## src/rtl/cpu_types_pkg.sv

```systemverilog
// Shared types for the pipeline hazard controller.
// Register index and hazard FSM state encoding.
package cpu_types_pkg;

   typedef logic [4:0] regbits_t;

   typedef enum logic [1:0] {
      RUN   = 2'd0,
      DWAIT = 2'd1,
      HALT  = 2'd2
   } hazstate_t;

   // Load in EX feeds a register decode reads; $zero never hazards.
   function automatic logic load_use(
      input logic     mem_read,
      input regbits_t wr,
      input logic     use_rs,
      input regbits_t rs,
      input logic     use_rt,
      input regbits_t rt
   );
      return mem_read && (wr != '0) &&
             ((use_rs && (rs == wr)) ||
              (use_rt && (rt == wr)));
   endfunction

endpackage

```

## src/rtl/hazard_if.sv

```systemverilog
// Pipeline control bundle between hazard unit and datapath.
// Counter signals exist only when HAZARD_PERF_EN is defined.
interface hazard_if #(
   parameter int CNT_W = 32
);
   import cpu_types_pkg::*;

   typedef logic [CNT_W-1:0] cnt_t;

   regbits_t rsel1;
   regbits_t rsel2;
   logic     use_rs;
   logic     use_rt;
   logic     ex_memRead;
   regbits_t ex_writeReg;
   logic     mem_dREN;
   logic     mem_dWEN;
   logic     dhit;
   logic     ihit;
   logic     mem_pcsrc;
   logic     wb_halt;
   logic     pc_en;
   logic     ifid_en;
   logic     idex_en;
   logic     exmem_en;
   logic     memwb_en;
   logic     ifid_flush;
   logic     idex_flush;
   logic     exmem_flush;
   logic     memwb_flush;
   logic     halted;
`ifdef HAZARD_PERF_EN
   cnt_t     stall_cnt;
   cnt_t     flush_cnt;
`endif

   modport hazard (
      input  rsel1, rsel2, use_rs, use_rt,
      input  ex_memRead, ex_writeReg,
      input  mem_dREN, mem_dWEN, dhit, ihit,
      input  mem_pcsrc, wb_halt,
`ifdef HAZARD_PERF_EN
      output stall_cnt, flush_cnt,
`endif
      output pc_en, ifid_en, idex_en,
      output exmem_en, memwb_en,
      output ifid_flush, idex_flush,
      output exmem_flush, memwb_flush,
      output halted
   );

   modport pipeline (
      output rsel1, rsel2, use_rs, use_rt,
      output ex_memRead, ex_writeReg,
      output mem_dREN, mem_dWEN, dhit, ihit,
      output mem_pcsrc, wb_halt,
`ifdef HAZARD_PERF_EN
      input  stall_cnt, flush_cnt,
`endif
      input  pc_en, ifid_en, idex_en,
      input  exmem_en, memwb_en,
      input  ifid_flush, idex_flush,
      input  exmem_flush, memwb_flush,
      input  halted
   );

endinterface

```

## src/rtl/hazard_perf_ctr.sv

```systemverilog
// Enable-gated free-running counter, wraps modulo 2^W.
// Used for stall/flush statistics under HAZARD_PERF_EN.
module hazard_perf_ctr #(
   parameter int W = 32
) (
   input  logic         clk,
   input  logic         rst,
   input  logic         en,
   output logic [W-1:0] cnt
);

   logic [W-1:0] cnt_q;
   logic [W-1:0] cnt_d;

   // next count: bump when enabled, natural wrap
   always_comb begin
      cnt_d = cnt_q;
      if (en) cnt_d = cnt_q + 1'b1;
   end

   // count register, synchronous clear
   always_ff @(posedge clk) begin
      if (rst) cnt_q <= '0;
      else     cnt_q <= cnt_d;
   end

   assign cnt = cnt_q;

endmodule

```

## src/rtl/hazard_unit.sv

```systemverilog
// Stall/flush/halt control for the five-stage pipeline.
// Optional perf counters: define HAZARD_PERF_EN.
module hazard_unit
   import cpu_types_pkg::*;
#(
   parameter int CNT_W = 32
) (
   input logic      CLK,
   input logic      RST,
   hazard_if.hazard hz
);

   typedef logic [CNT_W-1:0] cnt_t;

   hazstate_t state_q;
   hazstate_t state_d;

   logic dwait;
   logic lu;
   logic br_apply;
   logic pc_en;
   logic ifid_en;
   logic idex_en;
   logic exmem_en;
   logic memwb_en;
   logic ifid_fl;
   logic idex_fl;
   logic exmem_fl;
   logic memwb_fl;
   logic halted;

   // next state plus prioritised Mealy control outputs
   always_comb begin
      state_d  = state_q;
      pc_en    = 1'b1;
      ifid_en  = 1'b1;
      idex_en  = 1'b1;
      exmem_en = 1'b1;
      memwb_en = 1'b1;
      ifid_fl  = 1'b0;
      idex_fl  = 1'b0;
      exmem_fl = 1'b0;
      memwb_fl = 1'b0;
      halted   = 1'b0;
      br_apply = 1'b0;
      dwait = (hz.mem_dREN | hz.mem_dWEN) & ~hz.dhit;
      lu = load_use(hz.ex_memRead, hz.ex_writeReg,
                    hz.use_rs, hz.rsel1,
                    hz.use_rt, hz.rsel2);

      case (state_q)
         RUN:     if (dwait) state_d = DWAIT;
         DWAIT:   if (hz.dhit) state_d = RUN;
         HALT:    state_d = HALT;
         default: state_d = RUN;
      endcase
      if (hz.wb_halt) state_d = HALT;

      if (state_q == HALT) begin
         pc_en    = 1'b0;
         ifid_en  = 1'b0;
         idex_en  = 1'b0;
         exmem_en = 1'b0;
         memwb_en = 1'b0;
         halted   = 1'b1;
      end else if (dwait) begin
         pc_en    = 1'b0;
         ifid_en  = 1'b0;
         idex_en  = 1'b0;
         exmem_en = 1'b0;
         memwb_en = 1'b0;
      end else if (hz.mem_pcsrc) begin
         ifid_fl  = 1'b1;
         idex_fl  = 1'b1;
         exmem_fl = 1'b1;
         br_apply = 1'b1;
      end else if (lu) begin
         pc_en    = 1'b0;
         ifid_en  = 1'b0;
         idex_fl  = 1'b1;
      end else if (!hz.ihit) begin
         pc_en    = 1'b0;
         ifid_fl  = 1'b1;
      end
   end

   // FSM state register
   always_ff @(posedge CLK) begin
      if (RST) state_q <= RUN;
      else     state_q <= state_d;
   end

   assign hz.pc_en       = pc_en;
   assign hz.ifid_en     = ifid_en;
   assign hz.idex_en     = idex_en;
   assign hz.exmem_en    = exmem_en;
   assign hz.memwb_en    = memwb_en;
   assign hz.ifid_flush  = ifid_fl;
   assign hz.idex_flush  = idex_fl;
   assign hz.exmem_flush = exmem_fl;
   assign hz.memwb_flush = memwb_fl;
   assign hz.halted      = halted;

`ifdef HAZARD_PERF_EN
   cnt_t stall_cnt;
   cnt_t flush_cnt;

   hazard_perf_ctr #(.W(CNT_W)) u_stall_ctr (
      .clk (CLK),
      .rst (RST),
      .en  (~pc_en & ~halted),
      .cnt (stall_cnt)
   );

   hazard_perf_ctr #(.W(CNT_W)) u_flush_ctr (
      .clk (CLK),
      .rst (RST),
      .en  (br_apply),
      .cnt (flush_cnt)
   );

   assign hz.stall_cnt = stall_cnt;
   assign hz.flush_cnt = flush_cnt;
`endif

endmodule

```

## src/flat_wrapper.sv

```systemverilog
// flat-port wrapper written by rule: the top's interface ports become plain ports
module hazard_unit_flat import cpu_types_pkg::*;
#(
   parameter int CNT_W = 32
)
  (CLK, RST, hz_rsel1, hz_rsel2, hz_use_rs, hz_use_rt, hz_ex_memRead, hz_ex_writeReg, hz_mem_dREN, hz_mem_dWEN, hz_dhit, hz_ihit, hz_mem_pcsrc, hz_wb_halt, hz_pc_en, hz_ifid_en, hz_idex_en, hz_exmem_en, hz_memwb_en, hz_ifid_flush, hz_idex_flush, hz_exmem_flush, hz_memwb_flush, hz_halted);
  hazard_if #(.CNT_W(CNT_W)) hz_i ();
  input logic CLK;
  input logic RST;
  input wire logic [$bits(hz_i.rsel1)-1:0] hz_rsel1;
  input wire logic [$bits(hz_i.rsel2)-1:0] hz_rsel2;
  input wire logic [$bits(hz_i.use_rs)-1:0] hz_use_rs;
  input wire logic [$bits(hz_i.use_rt)-1:0] hz_use_rt;
  input wire logic [$bits(hz_i.ex_memRead)-1:0] hz_ex_memRead;
  input wire logic [$bits(hz_i.ex_writeReg)-1:0] hz_ex_writeReg;
  input wire logic [$bits(hz_i.mem_dREN)-1:0] hz_mem_dREN;
  input wire logic [$bits(hz_i.mem_dWEN)-1:0] hz_mem_dWEN;
  input wire logic [$bits(hz_i.dhit)-1:0] hz_dhit;
  input wire logic [$bits(hz_i.ihit)-1:0] hz_ihit;
  input wire logic [$bits(hz_i.mem_pcsrc)-1:0] hz_mem_pcsrc;
  input wire logic [$bits(hz_i.wb_halt)-1:0] hz_wb_halt;
  output wire logic [$bits(hz_i.pc_en)-1:0] hz_pc_en;
  output wire logic [$bits(hz_i.ifid_en)-1:0] hz_ifid_en;
  output wire logic [$bits(hz_i.idex_en)-1:0] hz_idex_en;
  output wire logic [$bits(hz_i.exmem_en)-1:0] hz_exmem_en;
  output wire logic [$bits(hz_i.memwb_en)-1:0] hz_memwb_en;
  output wire logic [$bits(hz_i.ifid_flush)-1:0] hz_ifid_flush;
  output wire logic [$bits(hz_i.idex_flush)-1:0] hz_idex_flush;
  output wire logic [$bits(hz_i.exmem_flush)-1:0] hz_exmem_flush;
  output wire logic [$bits(hz_i.memwb_flush)-1:0] hz_memwb_flush;
  output wire logic [$bits(hz_i.halted)-1:0] hz_halted;
  assign hz_i.rsel1 = hz_rsel1;
  assign hz_i.rsel2 = hz_rsel2;
  assign hz_i.use_rs = hz_use_rs;
  assign hz_i.use_rt = hz_use_rt;
  assign hz_i.ex_memRead = hz_ex_memRead;
  assign hz_i.ex_writeReg = hz_ex_writeReg;
  assign hz_i.mem_dREN = hz_mem_dREN;
  assign hz_i.mem_dWEN = hz_mem_dWEN;
  assign hz_i.dhit = hz_dhit;
  assign hz_i.ihit = hz_ihit;
  assign hz_i.mem_pcsrc = hz_mem_pcsrc;
  assign hz_i.wb_halt = hz_wb_halt;
  assign hz_pc_en = hz_i.pc_en;
  assign hz_ifid_en = hz_i.ifid_en;
  assign hz_idex_en = hz_i.idex_en;
  assign hz_exmem_en = hz_i.exmem_en;
  assign hz_memwb_en = hz_i.memwb_en;
  assign hz_ifid_flush = hz_i.ifid_flush;
  assign hz_idex_flush = hz_i.idex_flush;
  assign hz_exmem_flush = hz_i.exmem_flush;
  assign hz_memwb_flush = hz_i.memwb_flush;
  assign hz_halted = hz_i.halted;
  hazard_unit #(.CNT_W(CNT_W)) u_core (.CLK(CLK), .RST(RST), .hz(hz_i));
endmodule
```

## config.mk

```make
export PLATFORM = sky130hd
export DESIGN_NAME = hazard_unit_flat
export DESIGN_NICKNAME = d
export VERILOG_FILES = /design/src/rtl/cpu_types_pkg.sv /design/src/rtl/hazard_if.sv /design/src/rtl/hazard_perf_ctr.sv /design/src/rtl/hazard_unit.sv /design/src/flat_wrapper.sv
export SDC_FILE = /design/constraint.sdc
export NUM_CORES = 1
export LEC_CHECK = 0
export ABC_AREA = 1
export BUFFER_PORTS_ARGS = -buffer_cell sky130_fd_sc_hd__buf_2
export CORE_AREA = 2 2 39 41
export DETAILED_ROUTE_END_ITERATION = 7
export DIE_AREA = 0 0 41 43
export GPL_ROUTABILITY_DRIVEN = 0
export PLACE_DENSITY_LB_ADDON = 0.12
export SYNTH_ARGS = -nofsm -noshare
export SYNTH_HDL_FRONTEND = slang
export SYNTH_SLANG_ARGS = --single-unit
```

## constraint.sdc

```tcl
create_clock -name CLK -period 2.3 [get_ports CLK]
set_input_delay 0.46 -clock CLK [delete_from_list [all_inputs] [get_ports CLK]]
set_output_delay 0.46 -clock CLK [all_outputs]
set_load 0.02 [all_outputs]
```

==> results.sh <==
export IMPL_design_core_area_um2=1380
export IMPL_hold_start="RST"
export IMPL_drv_slew=0
export IMPL_post_cts_buffers=0
export IMPL_start_kind="input pin"
export IMPL_largest_reg_flops=2
export IMPL_power_density_nw_per_um2=378
export IMPL_rows=14
export IMPL_ant_nets=0
export IMPL_yosys_area_share_adder=0
export IMPL_drt_wl_total_um=924
export IMPL_vias_per_cell=3.99
export IMPL_drive_above_1_share=0.432
export IMPL_route_detailed_drc=0
export IMPL_worstHoldPathType="input pin to flop"
export IMPL_vdd_drop_max_v=0.000209
export IMPL_netlist_instances=84
export IMPL_drv_cap=0
export IMPL_antenna_found_initial=0
export IMPL_synth_top_family_by_area="simple AND/OR/NAND/NOR gates"
export IMPL_drt_first_pass_iters=3
export IMPL_regMostFlops="u_core.state_q"
export IMPL_finalCritPeriodShare=0.769
export IMPL_fin_crit_ns=1.77
export IMPL_final_nets=146
export IMPL_syn2layout_area_growth_pct=47.2
export IMPL_leakage_uw=0.000415
export IMPL_ys_seq_elements=2
export IMPL_design_die_area_um2=1760
export IMPL_whs_path_depth=2
export IMPL_reg2reg_depth=2
export IMPL_tritoncts="built"
export IMPL_clk_transition_reported_paths_ns=0.03
export IMPL_num_io_pins=36
export IMPL_r2r_setup_slack_ns=1.53
export IMPL_synth_nets=110
export IMPL_ys_warn_count=0
export IMPL_cp_end_kind="output pin"
export IMPL_numCtsBuffers=3
export IMPL_grt_max_degree=6
export IMPL_holdBufCountCts=0
export IMPL_r2r_end="u_core.state_q[0]$_SDFFE_PP0P_"
export IMPL_n_fill_cell=162
export IMPL_fmax_mhz=565
export IMPL_yosys_mux_area_fraction=0
export IMPL_setup_viol=0
export IMPL_hpwl_um=845
export IMPL_routed_via_count=534
export IMPL_synth_compound_area_share=0.0932
export IMPL_critPathKind="input pin to output pin"
export IMPL_setup_slack_ns=0.531
export IMPL_h_tree_depth=1
export IMPL_die_width_um=41
export IMPL_finClkSkew_ns=0.00150
export IMPL_syn_mean_instance_area_um2=4.80
export IMPL_postPlaceCellArea_um2=571
export IMPL_required_ns=1.84
export IMPL_finalSetupTns_ns=0
export IMPL_postLayoutCellArea_um2=593
export IMPL_rsz0062_at_grt="no"
export IMPL_clock_sinks=2
export IMPL_status="complete, no violations"
export IMPL_synth_xor_xnor_area_share=0
export IMPL_initial_core_util=0.291
export IMPL_port_buffers=34
export IMPL_ctsResizeCount=0
export IMPL_cts_root_buf="clkbuf_4"
export IMPL_die_h_um=43
export IMPL_ys_types=16
export IMPL_synth_simple_area_share=0.543
export IMPL_drt_iter0_drc=3
export IMPL_insertion_delay_ns=0.22
export IMPL_grt_pass1_wl_mm=1.40
export IMPL_overflow=0
export IMPL_yosysSeqAreaShare=0.0994
export IMPL_whs_endpoint="u_core.state_q[1]$_SDFFE_PP0P_"
export IMPL_cp_arrival_ns=1.31
export IMPL_cts_path_max_buffers=2
export IMPL_grt_pass1_vias=402
export IMPL_synth_area_um2=403
export IMPL_grt_usage=0.115
export IMPL_hold_violations=0
export IMPL_place_worst_setup_slack_ns=0.516
export IMPL_routedWlPerCell_um=6.90
export IMPL_critical_path_peak_fanout=3
export IMPL_largest_registers="u_core.state_q: 2 flops"
export IMPL_r2r_start="u_core.state_q[1]$_SDFFE_PP0P_"
export IMPL_antennaDiodeCount=0
cell families after synthesis:
| family | after synthesis |
|---|---|
| buf+inv | 24 |
| other cells | 1 |
| compound gates | 5 |
| simple gates | 52 |
| flops | 2 |
cell usage in the layout, fill, tap and decap left out, drive strengths merged:
cell / count
dfxtp: 2
nand3: 5
o31a: 1
o21ai: 3
clkbuf: 3
conb: 1
nor4: 1
clkinv: 1
inv: 20
a31oi: 1
buf: 34
nor2: 13
nand2: 33
power breakdown:
group	internal, uW	switching (uW)
combinational	43.6	65.9
clock	57.5	19.3
sequential	36.9	0.962
Yosys cell counts (all sizes together):
cell,instances,area share
nand2,33,0.33
inv,20,0.19
nor2,13,0.14
nand3,5,0.062
buf,3,0.056
o21ai,3,0.056
dfxtp,2,0.099
a31oi,1,0.016
clkinv,1,0.012
conb,1,0.0093
nor4,1,0.016
o31a,1,0.022
layer usage:
metal  share of wire  track usage  up-vias  routed length, um
met2            0.44        0.169       23                403
met4               0       0.0800        0                  0
met3           0.094       0.0157        0                 87
met1            0.47        0.146      197                433
li1                -            -      314                  -
met5               0            0        -                  0
worst max path at each step:
stage | start | to | slack (ns) | cells past startpoint
4_1_cts | hz_ex_writeReg[1] | hz_idex_flush | 0.51 | 10
5_1_grt | u_core.state_q[1]$_SDFFE_PP0P_ | hz_pc_en | 0.40 | 8
3_5_place_dp | hz_ex_writeReg[1] | hz_idex_flush | 0.52 | 10
3_3_place_gp | hz_ex_writeReg[4] | hz_ifid_flush | 0.53 | 11
6_report | hz_ex_writeReg[1] | hz_idex_flush | 0.53 | 10
2_1_floorplan | hz_mem_dWEN | hz_ifid_flush | 0.64 | 5
area by class of cell:
cell class / instances / area (um^2) / share of cell area
Sequential cell: 2 / 40.0 / 0.0675
Multi-Input combinational cell: 58 / 260 / 0.439
Tap cell: 16 / 20.0 / 0.0338
Clock buffer: 3 / 22.5 / 0.0380
Inverter: 21 / 80.1 / 0.135
Timing Repair Buffer: 34 / 170 / 0.287
critical path: stages:
cell and delay, ns:
buf_2 0.10, inv_1 0.06, nand2_1 0.06, nand2_1 0.04, nor2_1 0.09, nand3_1 0.09
nand2_2 0.08, nand2_2 0.06, o21ai_2 0.10, buf_2 0.17
per-stage QoR:
| step | total power [uW] | hold slack (ns) | utilization | cells |
|---|---|---|---|---|
| after floorplan | 109 | 0.472 | - | 84 |
| after global placement | 149 | 0.492 | 0.412 | 131 |
| after detailed placement | 149 | 0.492 | 0.412 | 131 |
| after CTS | 230 | 0.406 | 0.429 | 134 |
| after global routing | 247 | 0.437 | 0.429 | 134 |
| final | 224 | 0.411 | 0.429 | 134 |
(Power assumes the default switching activity.)
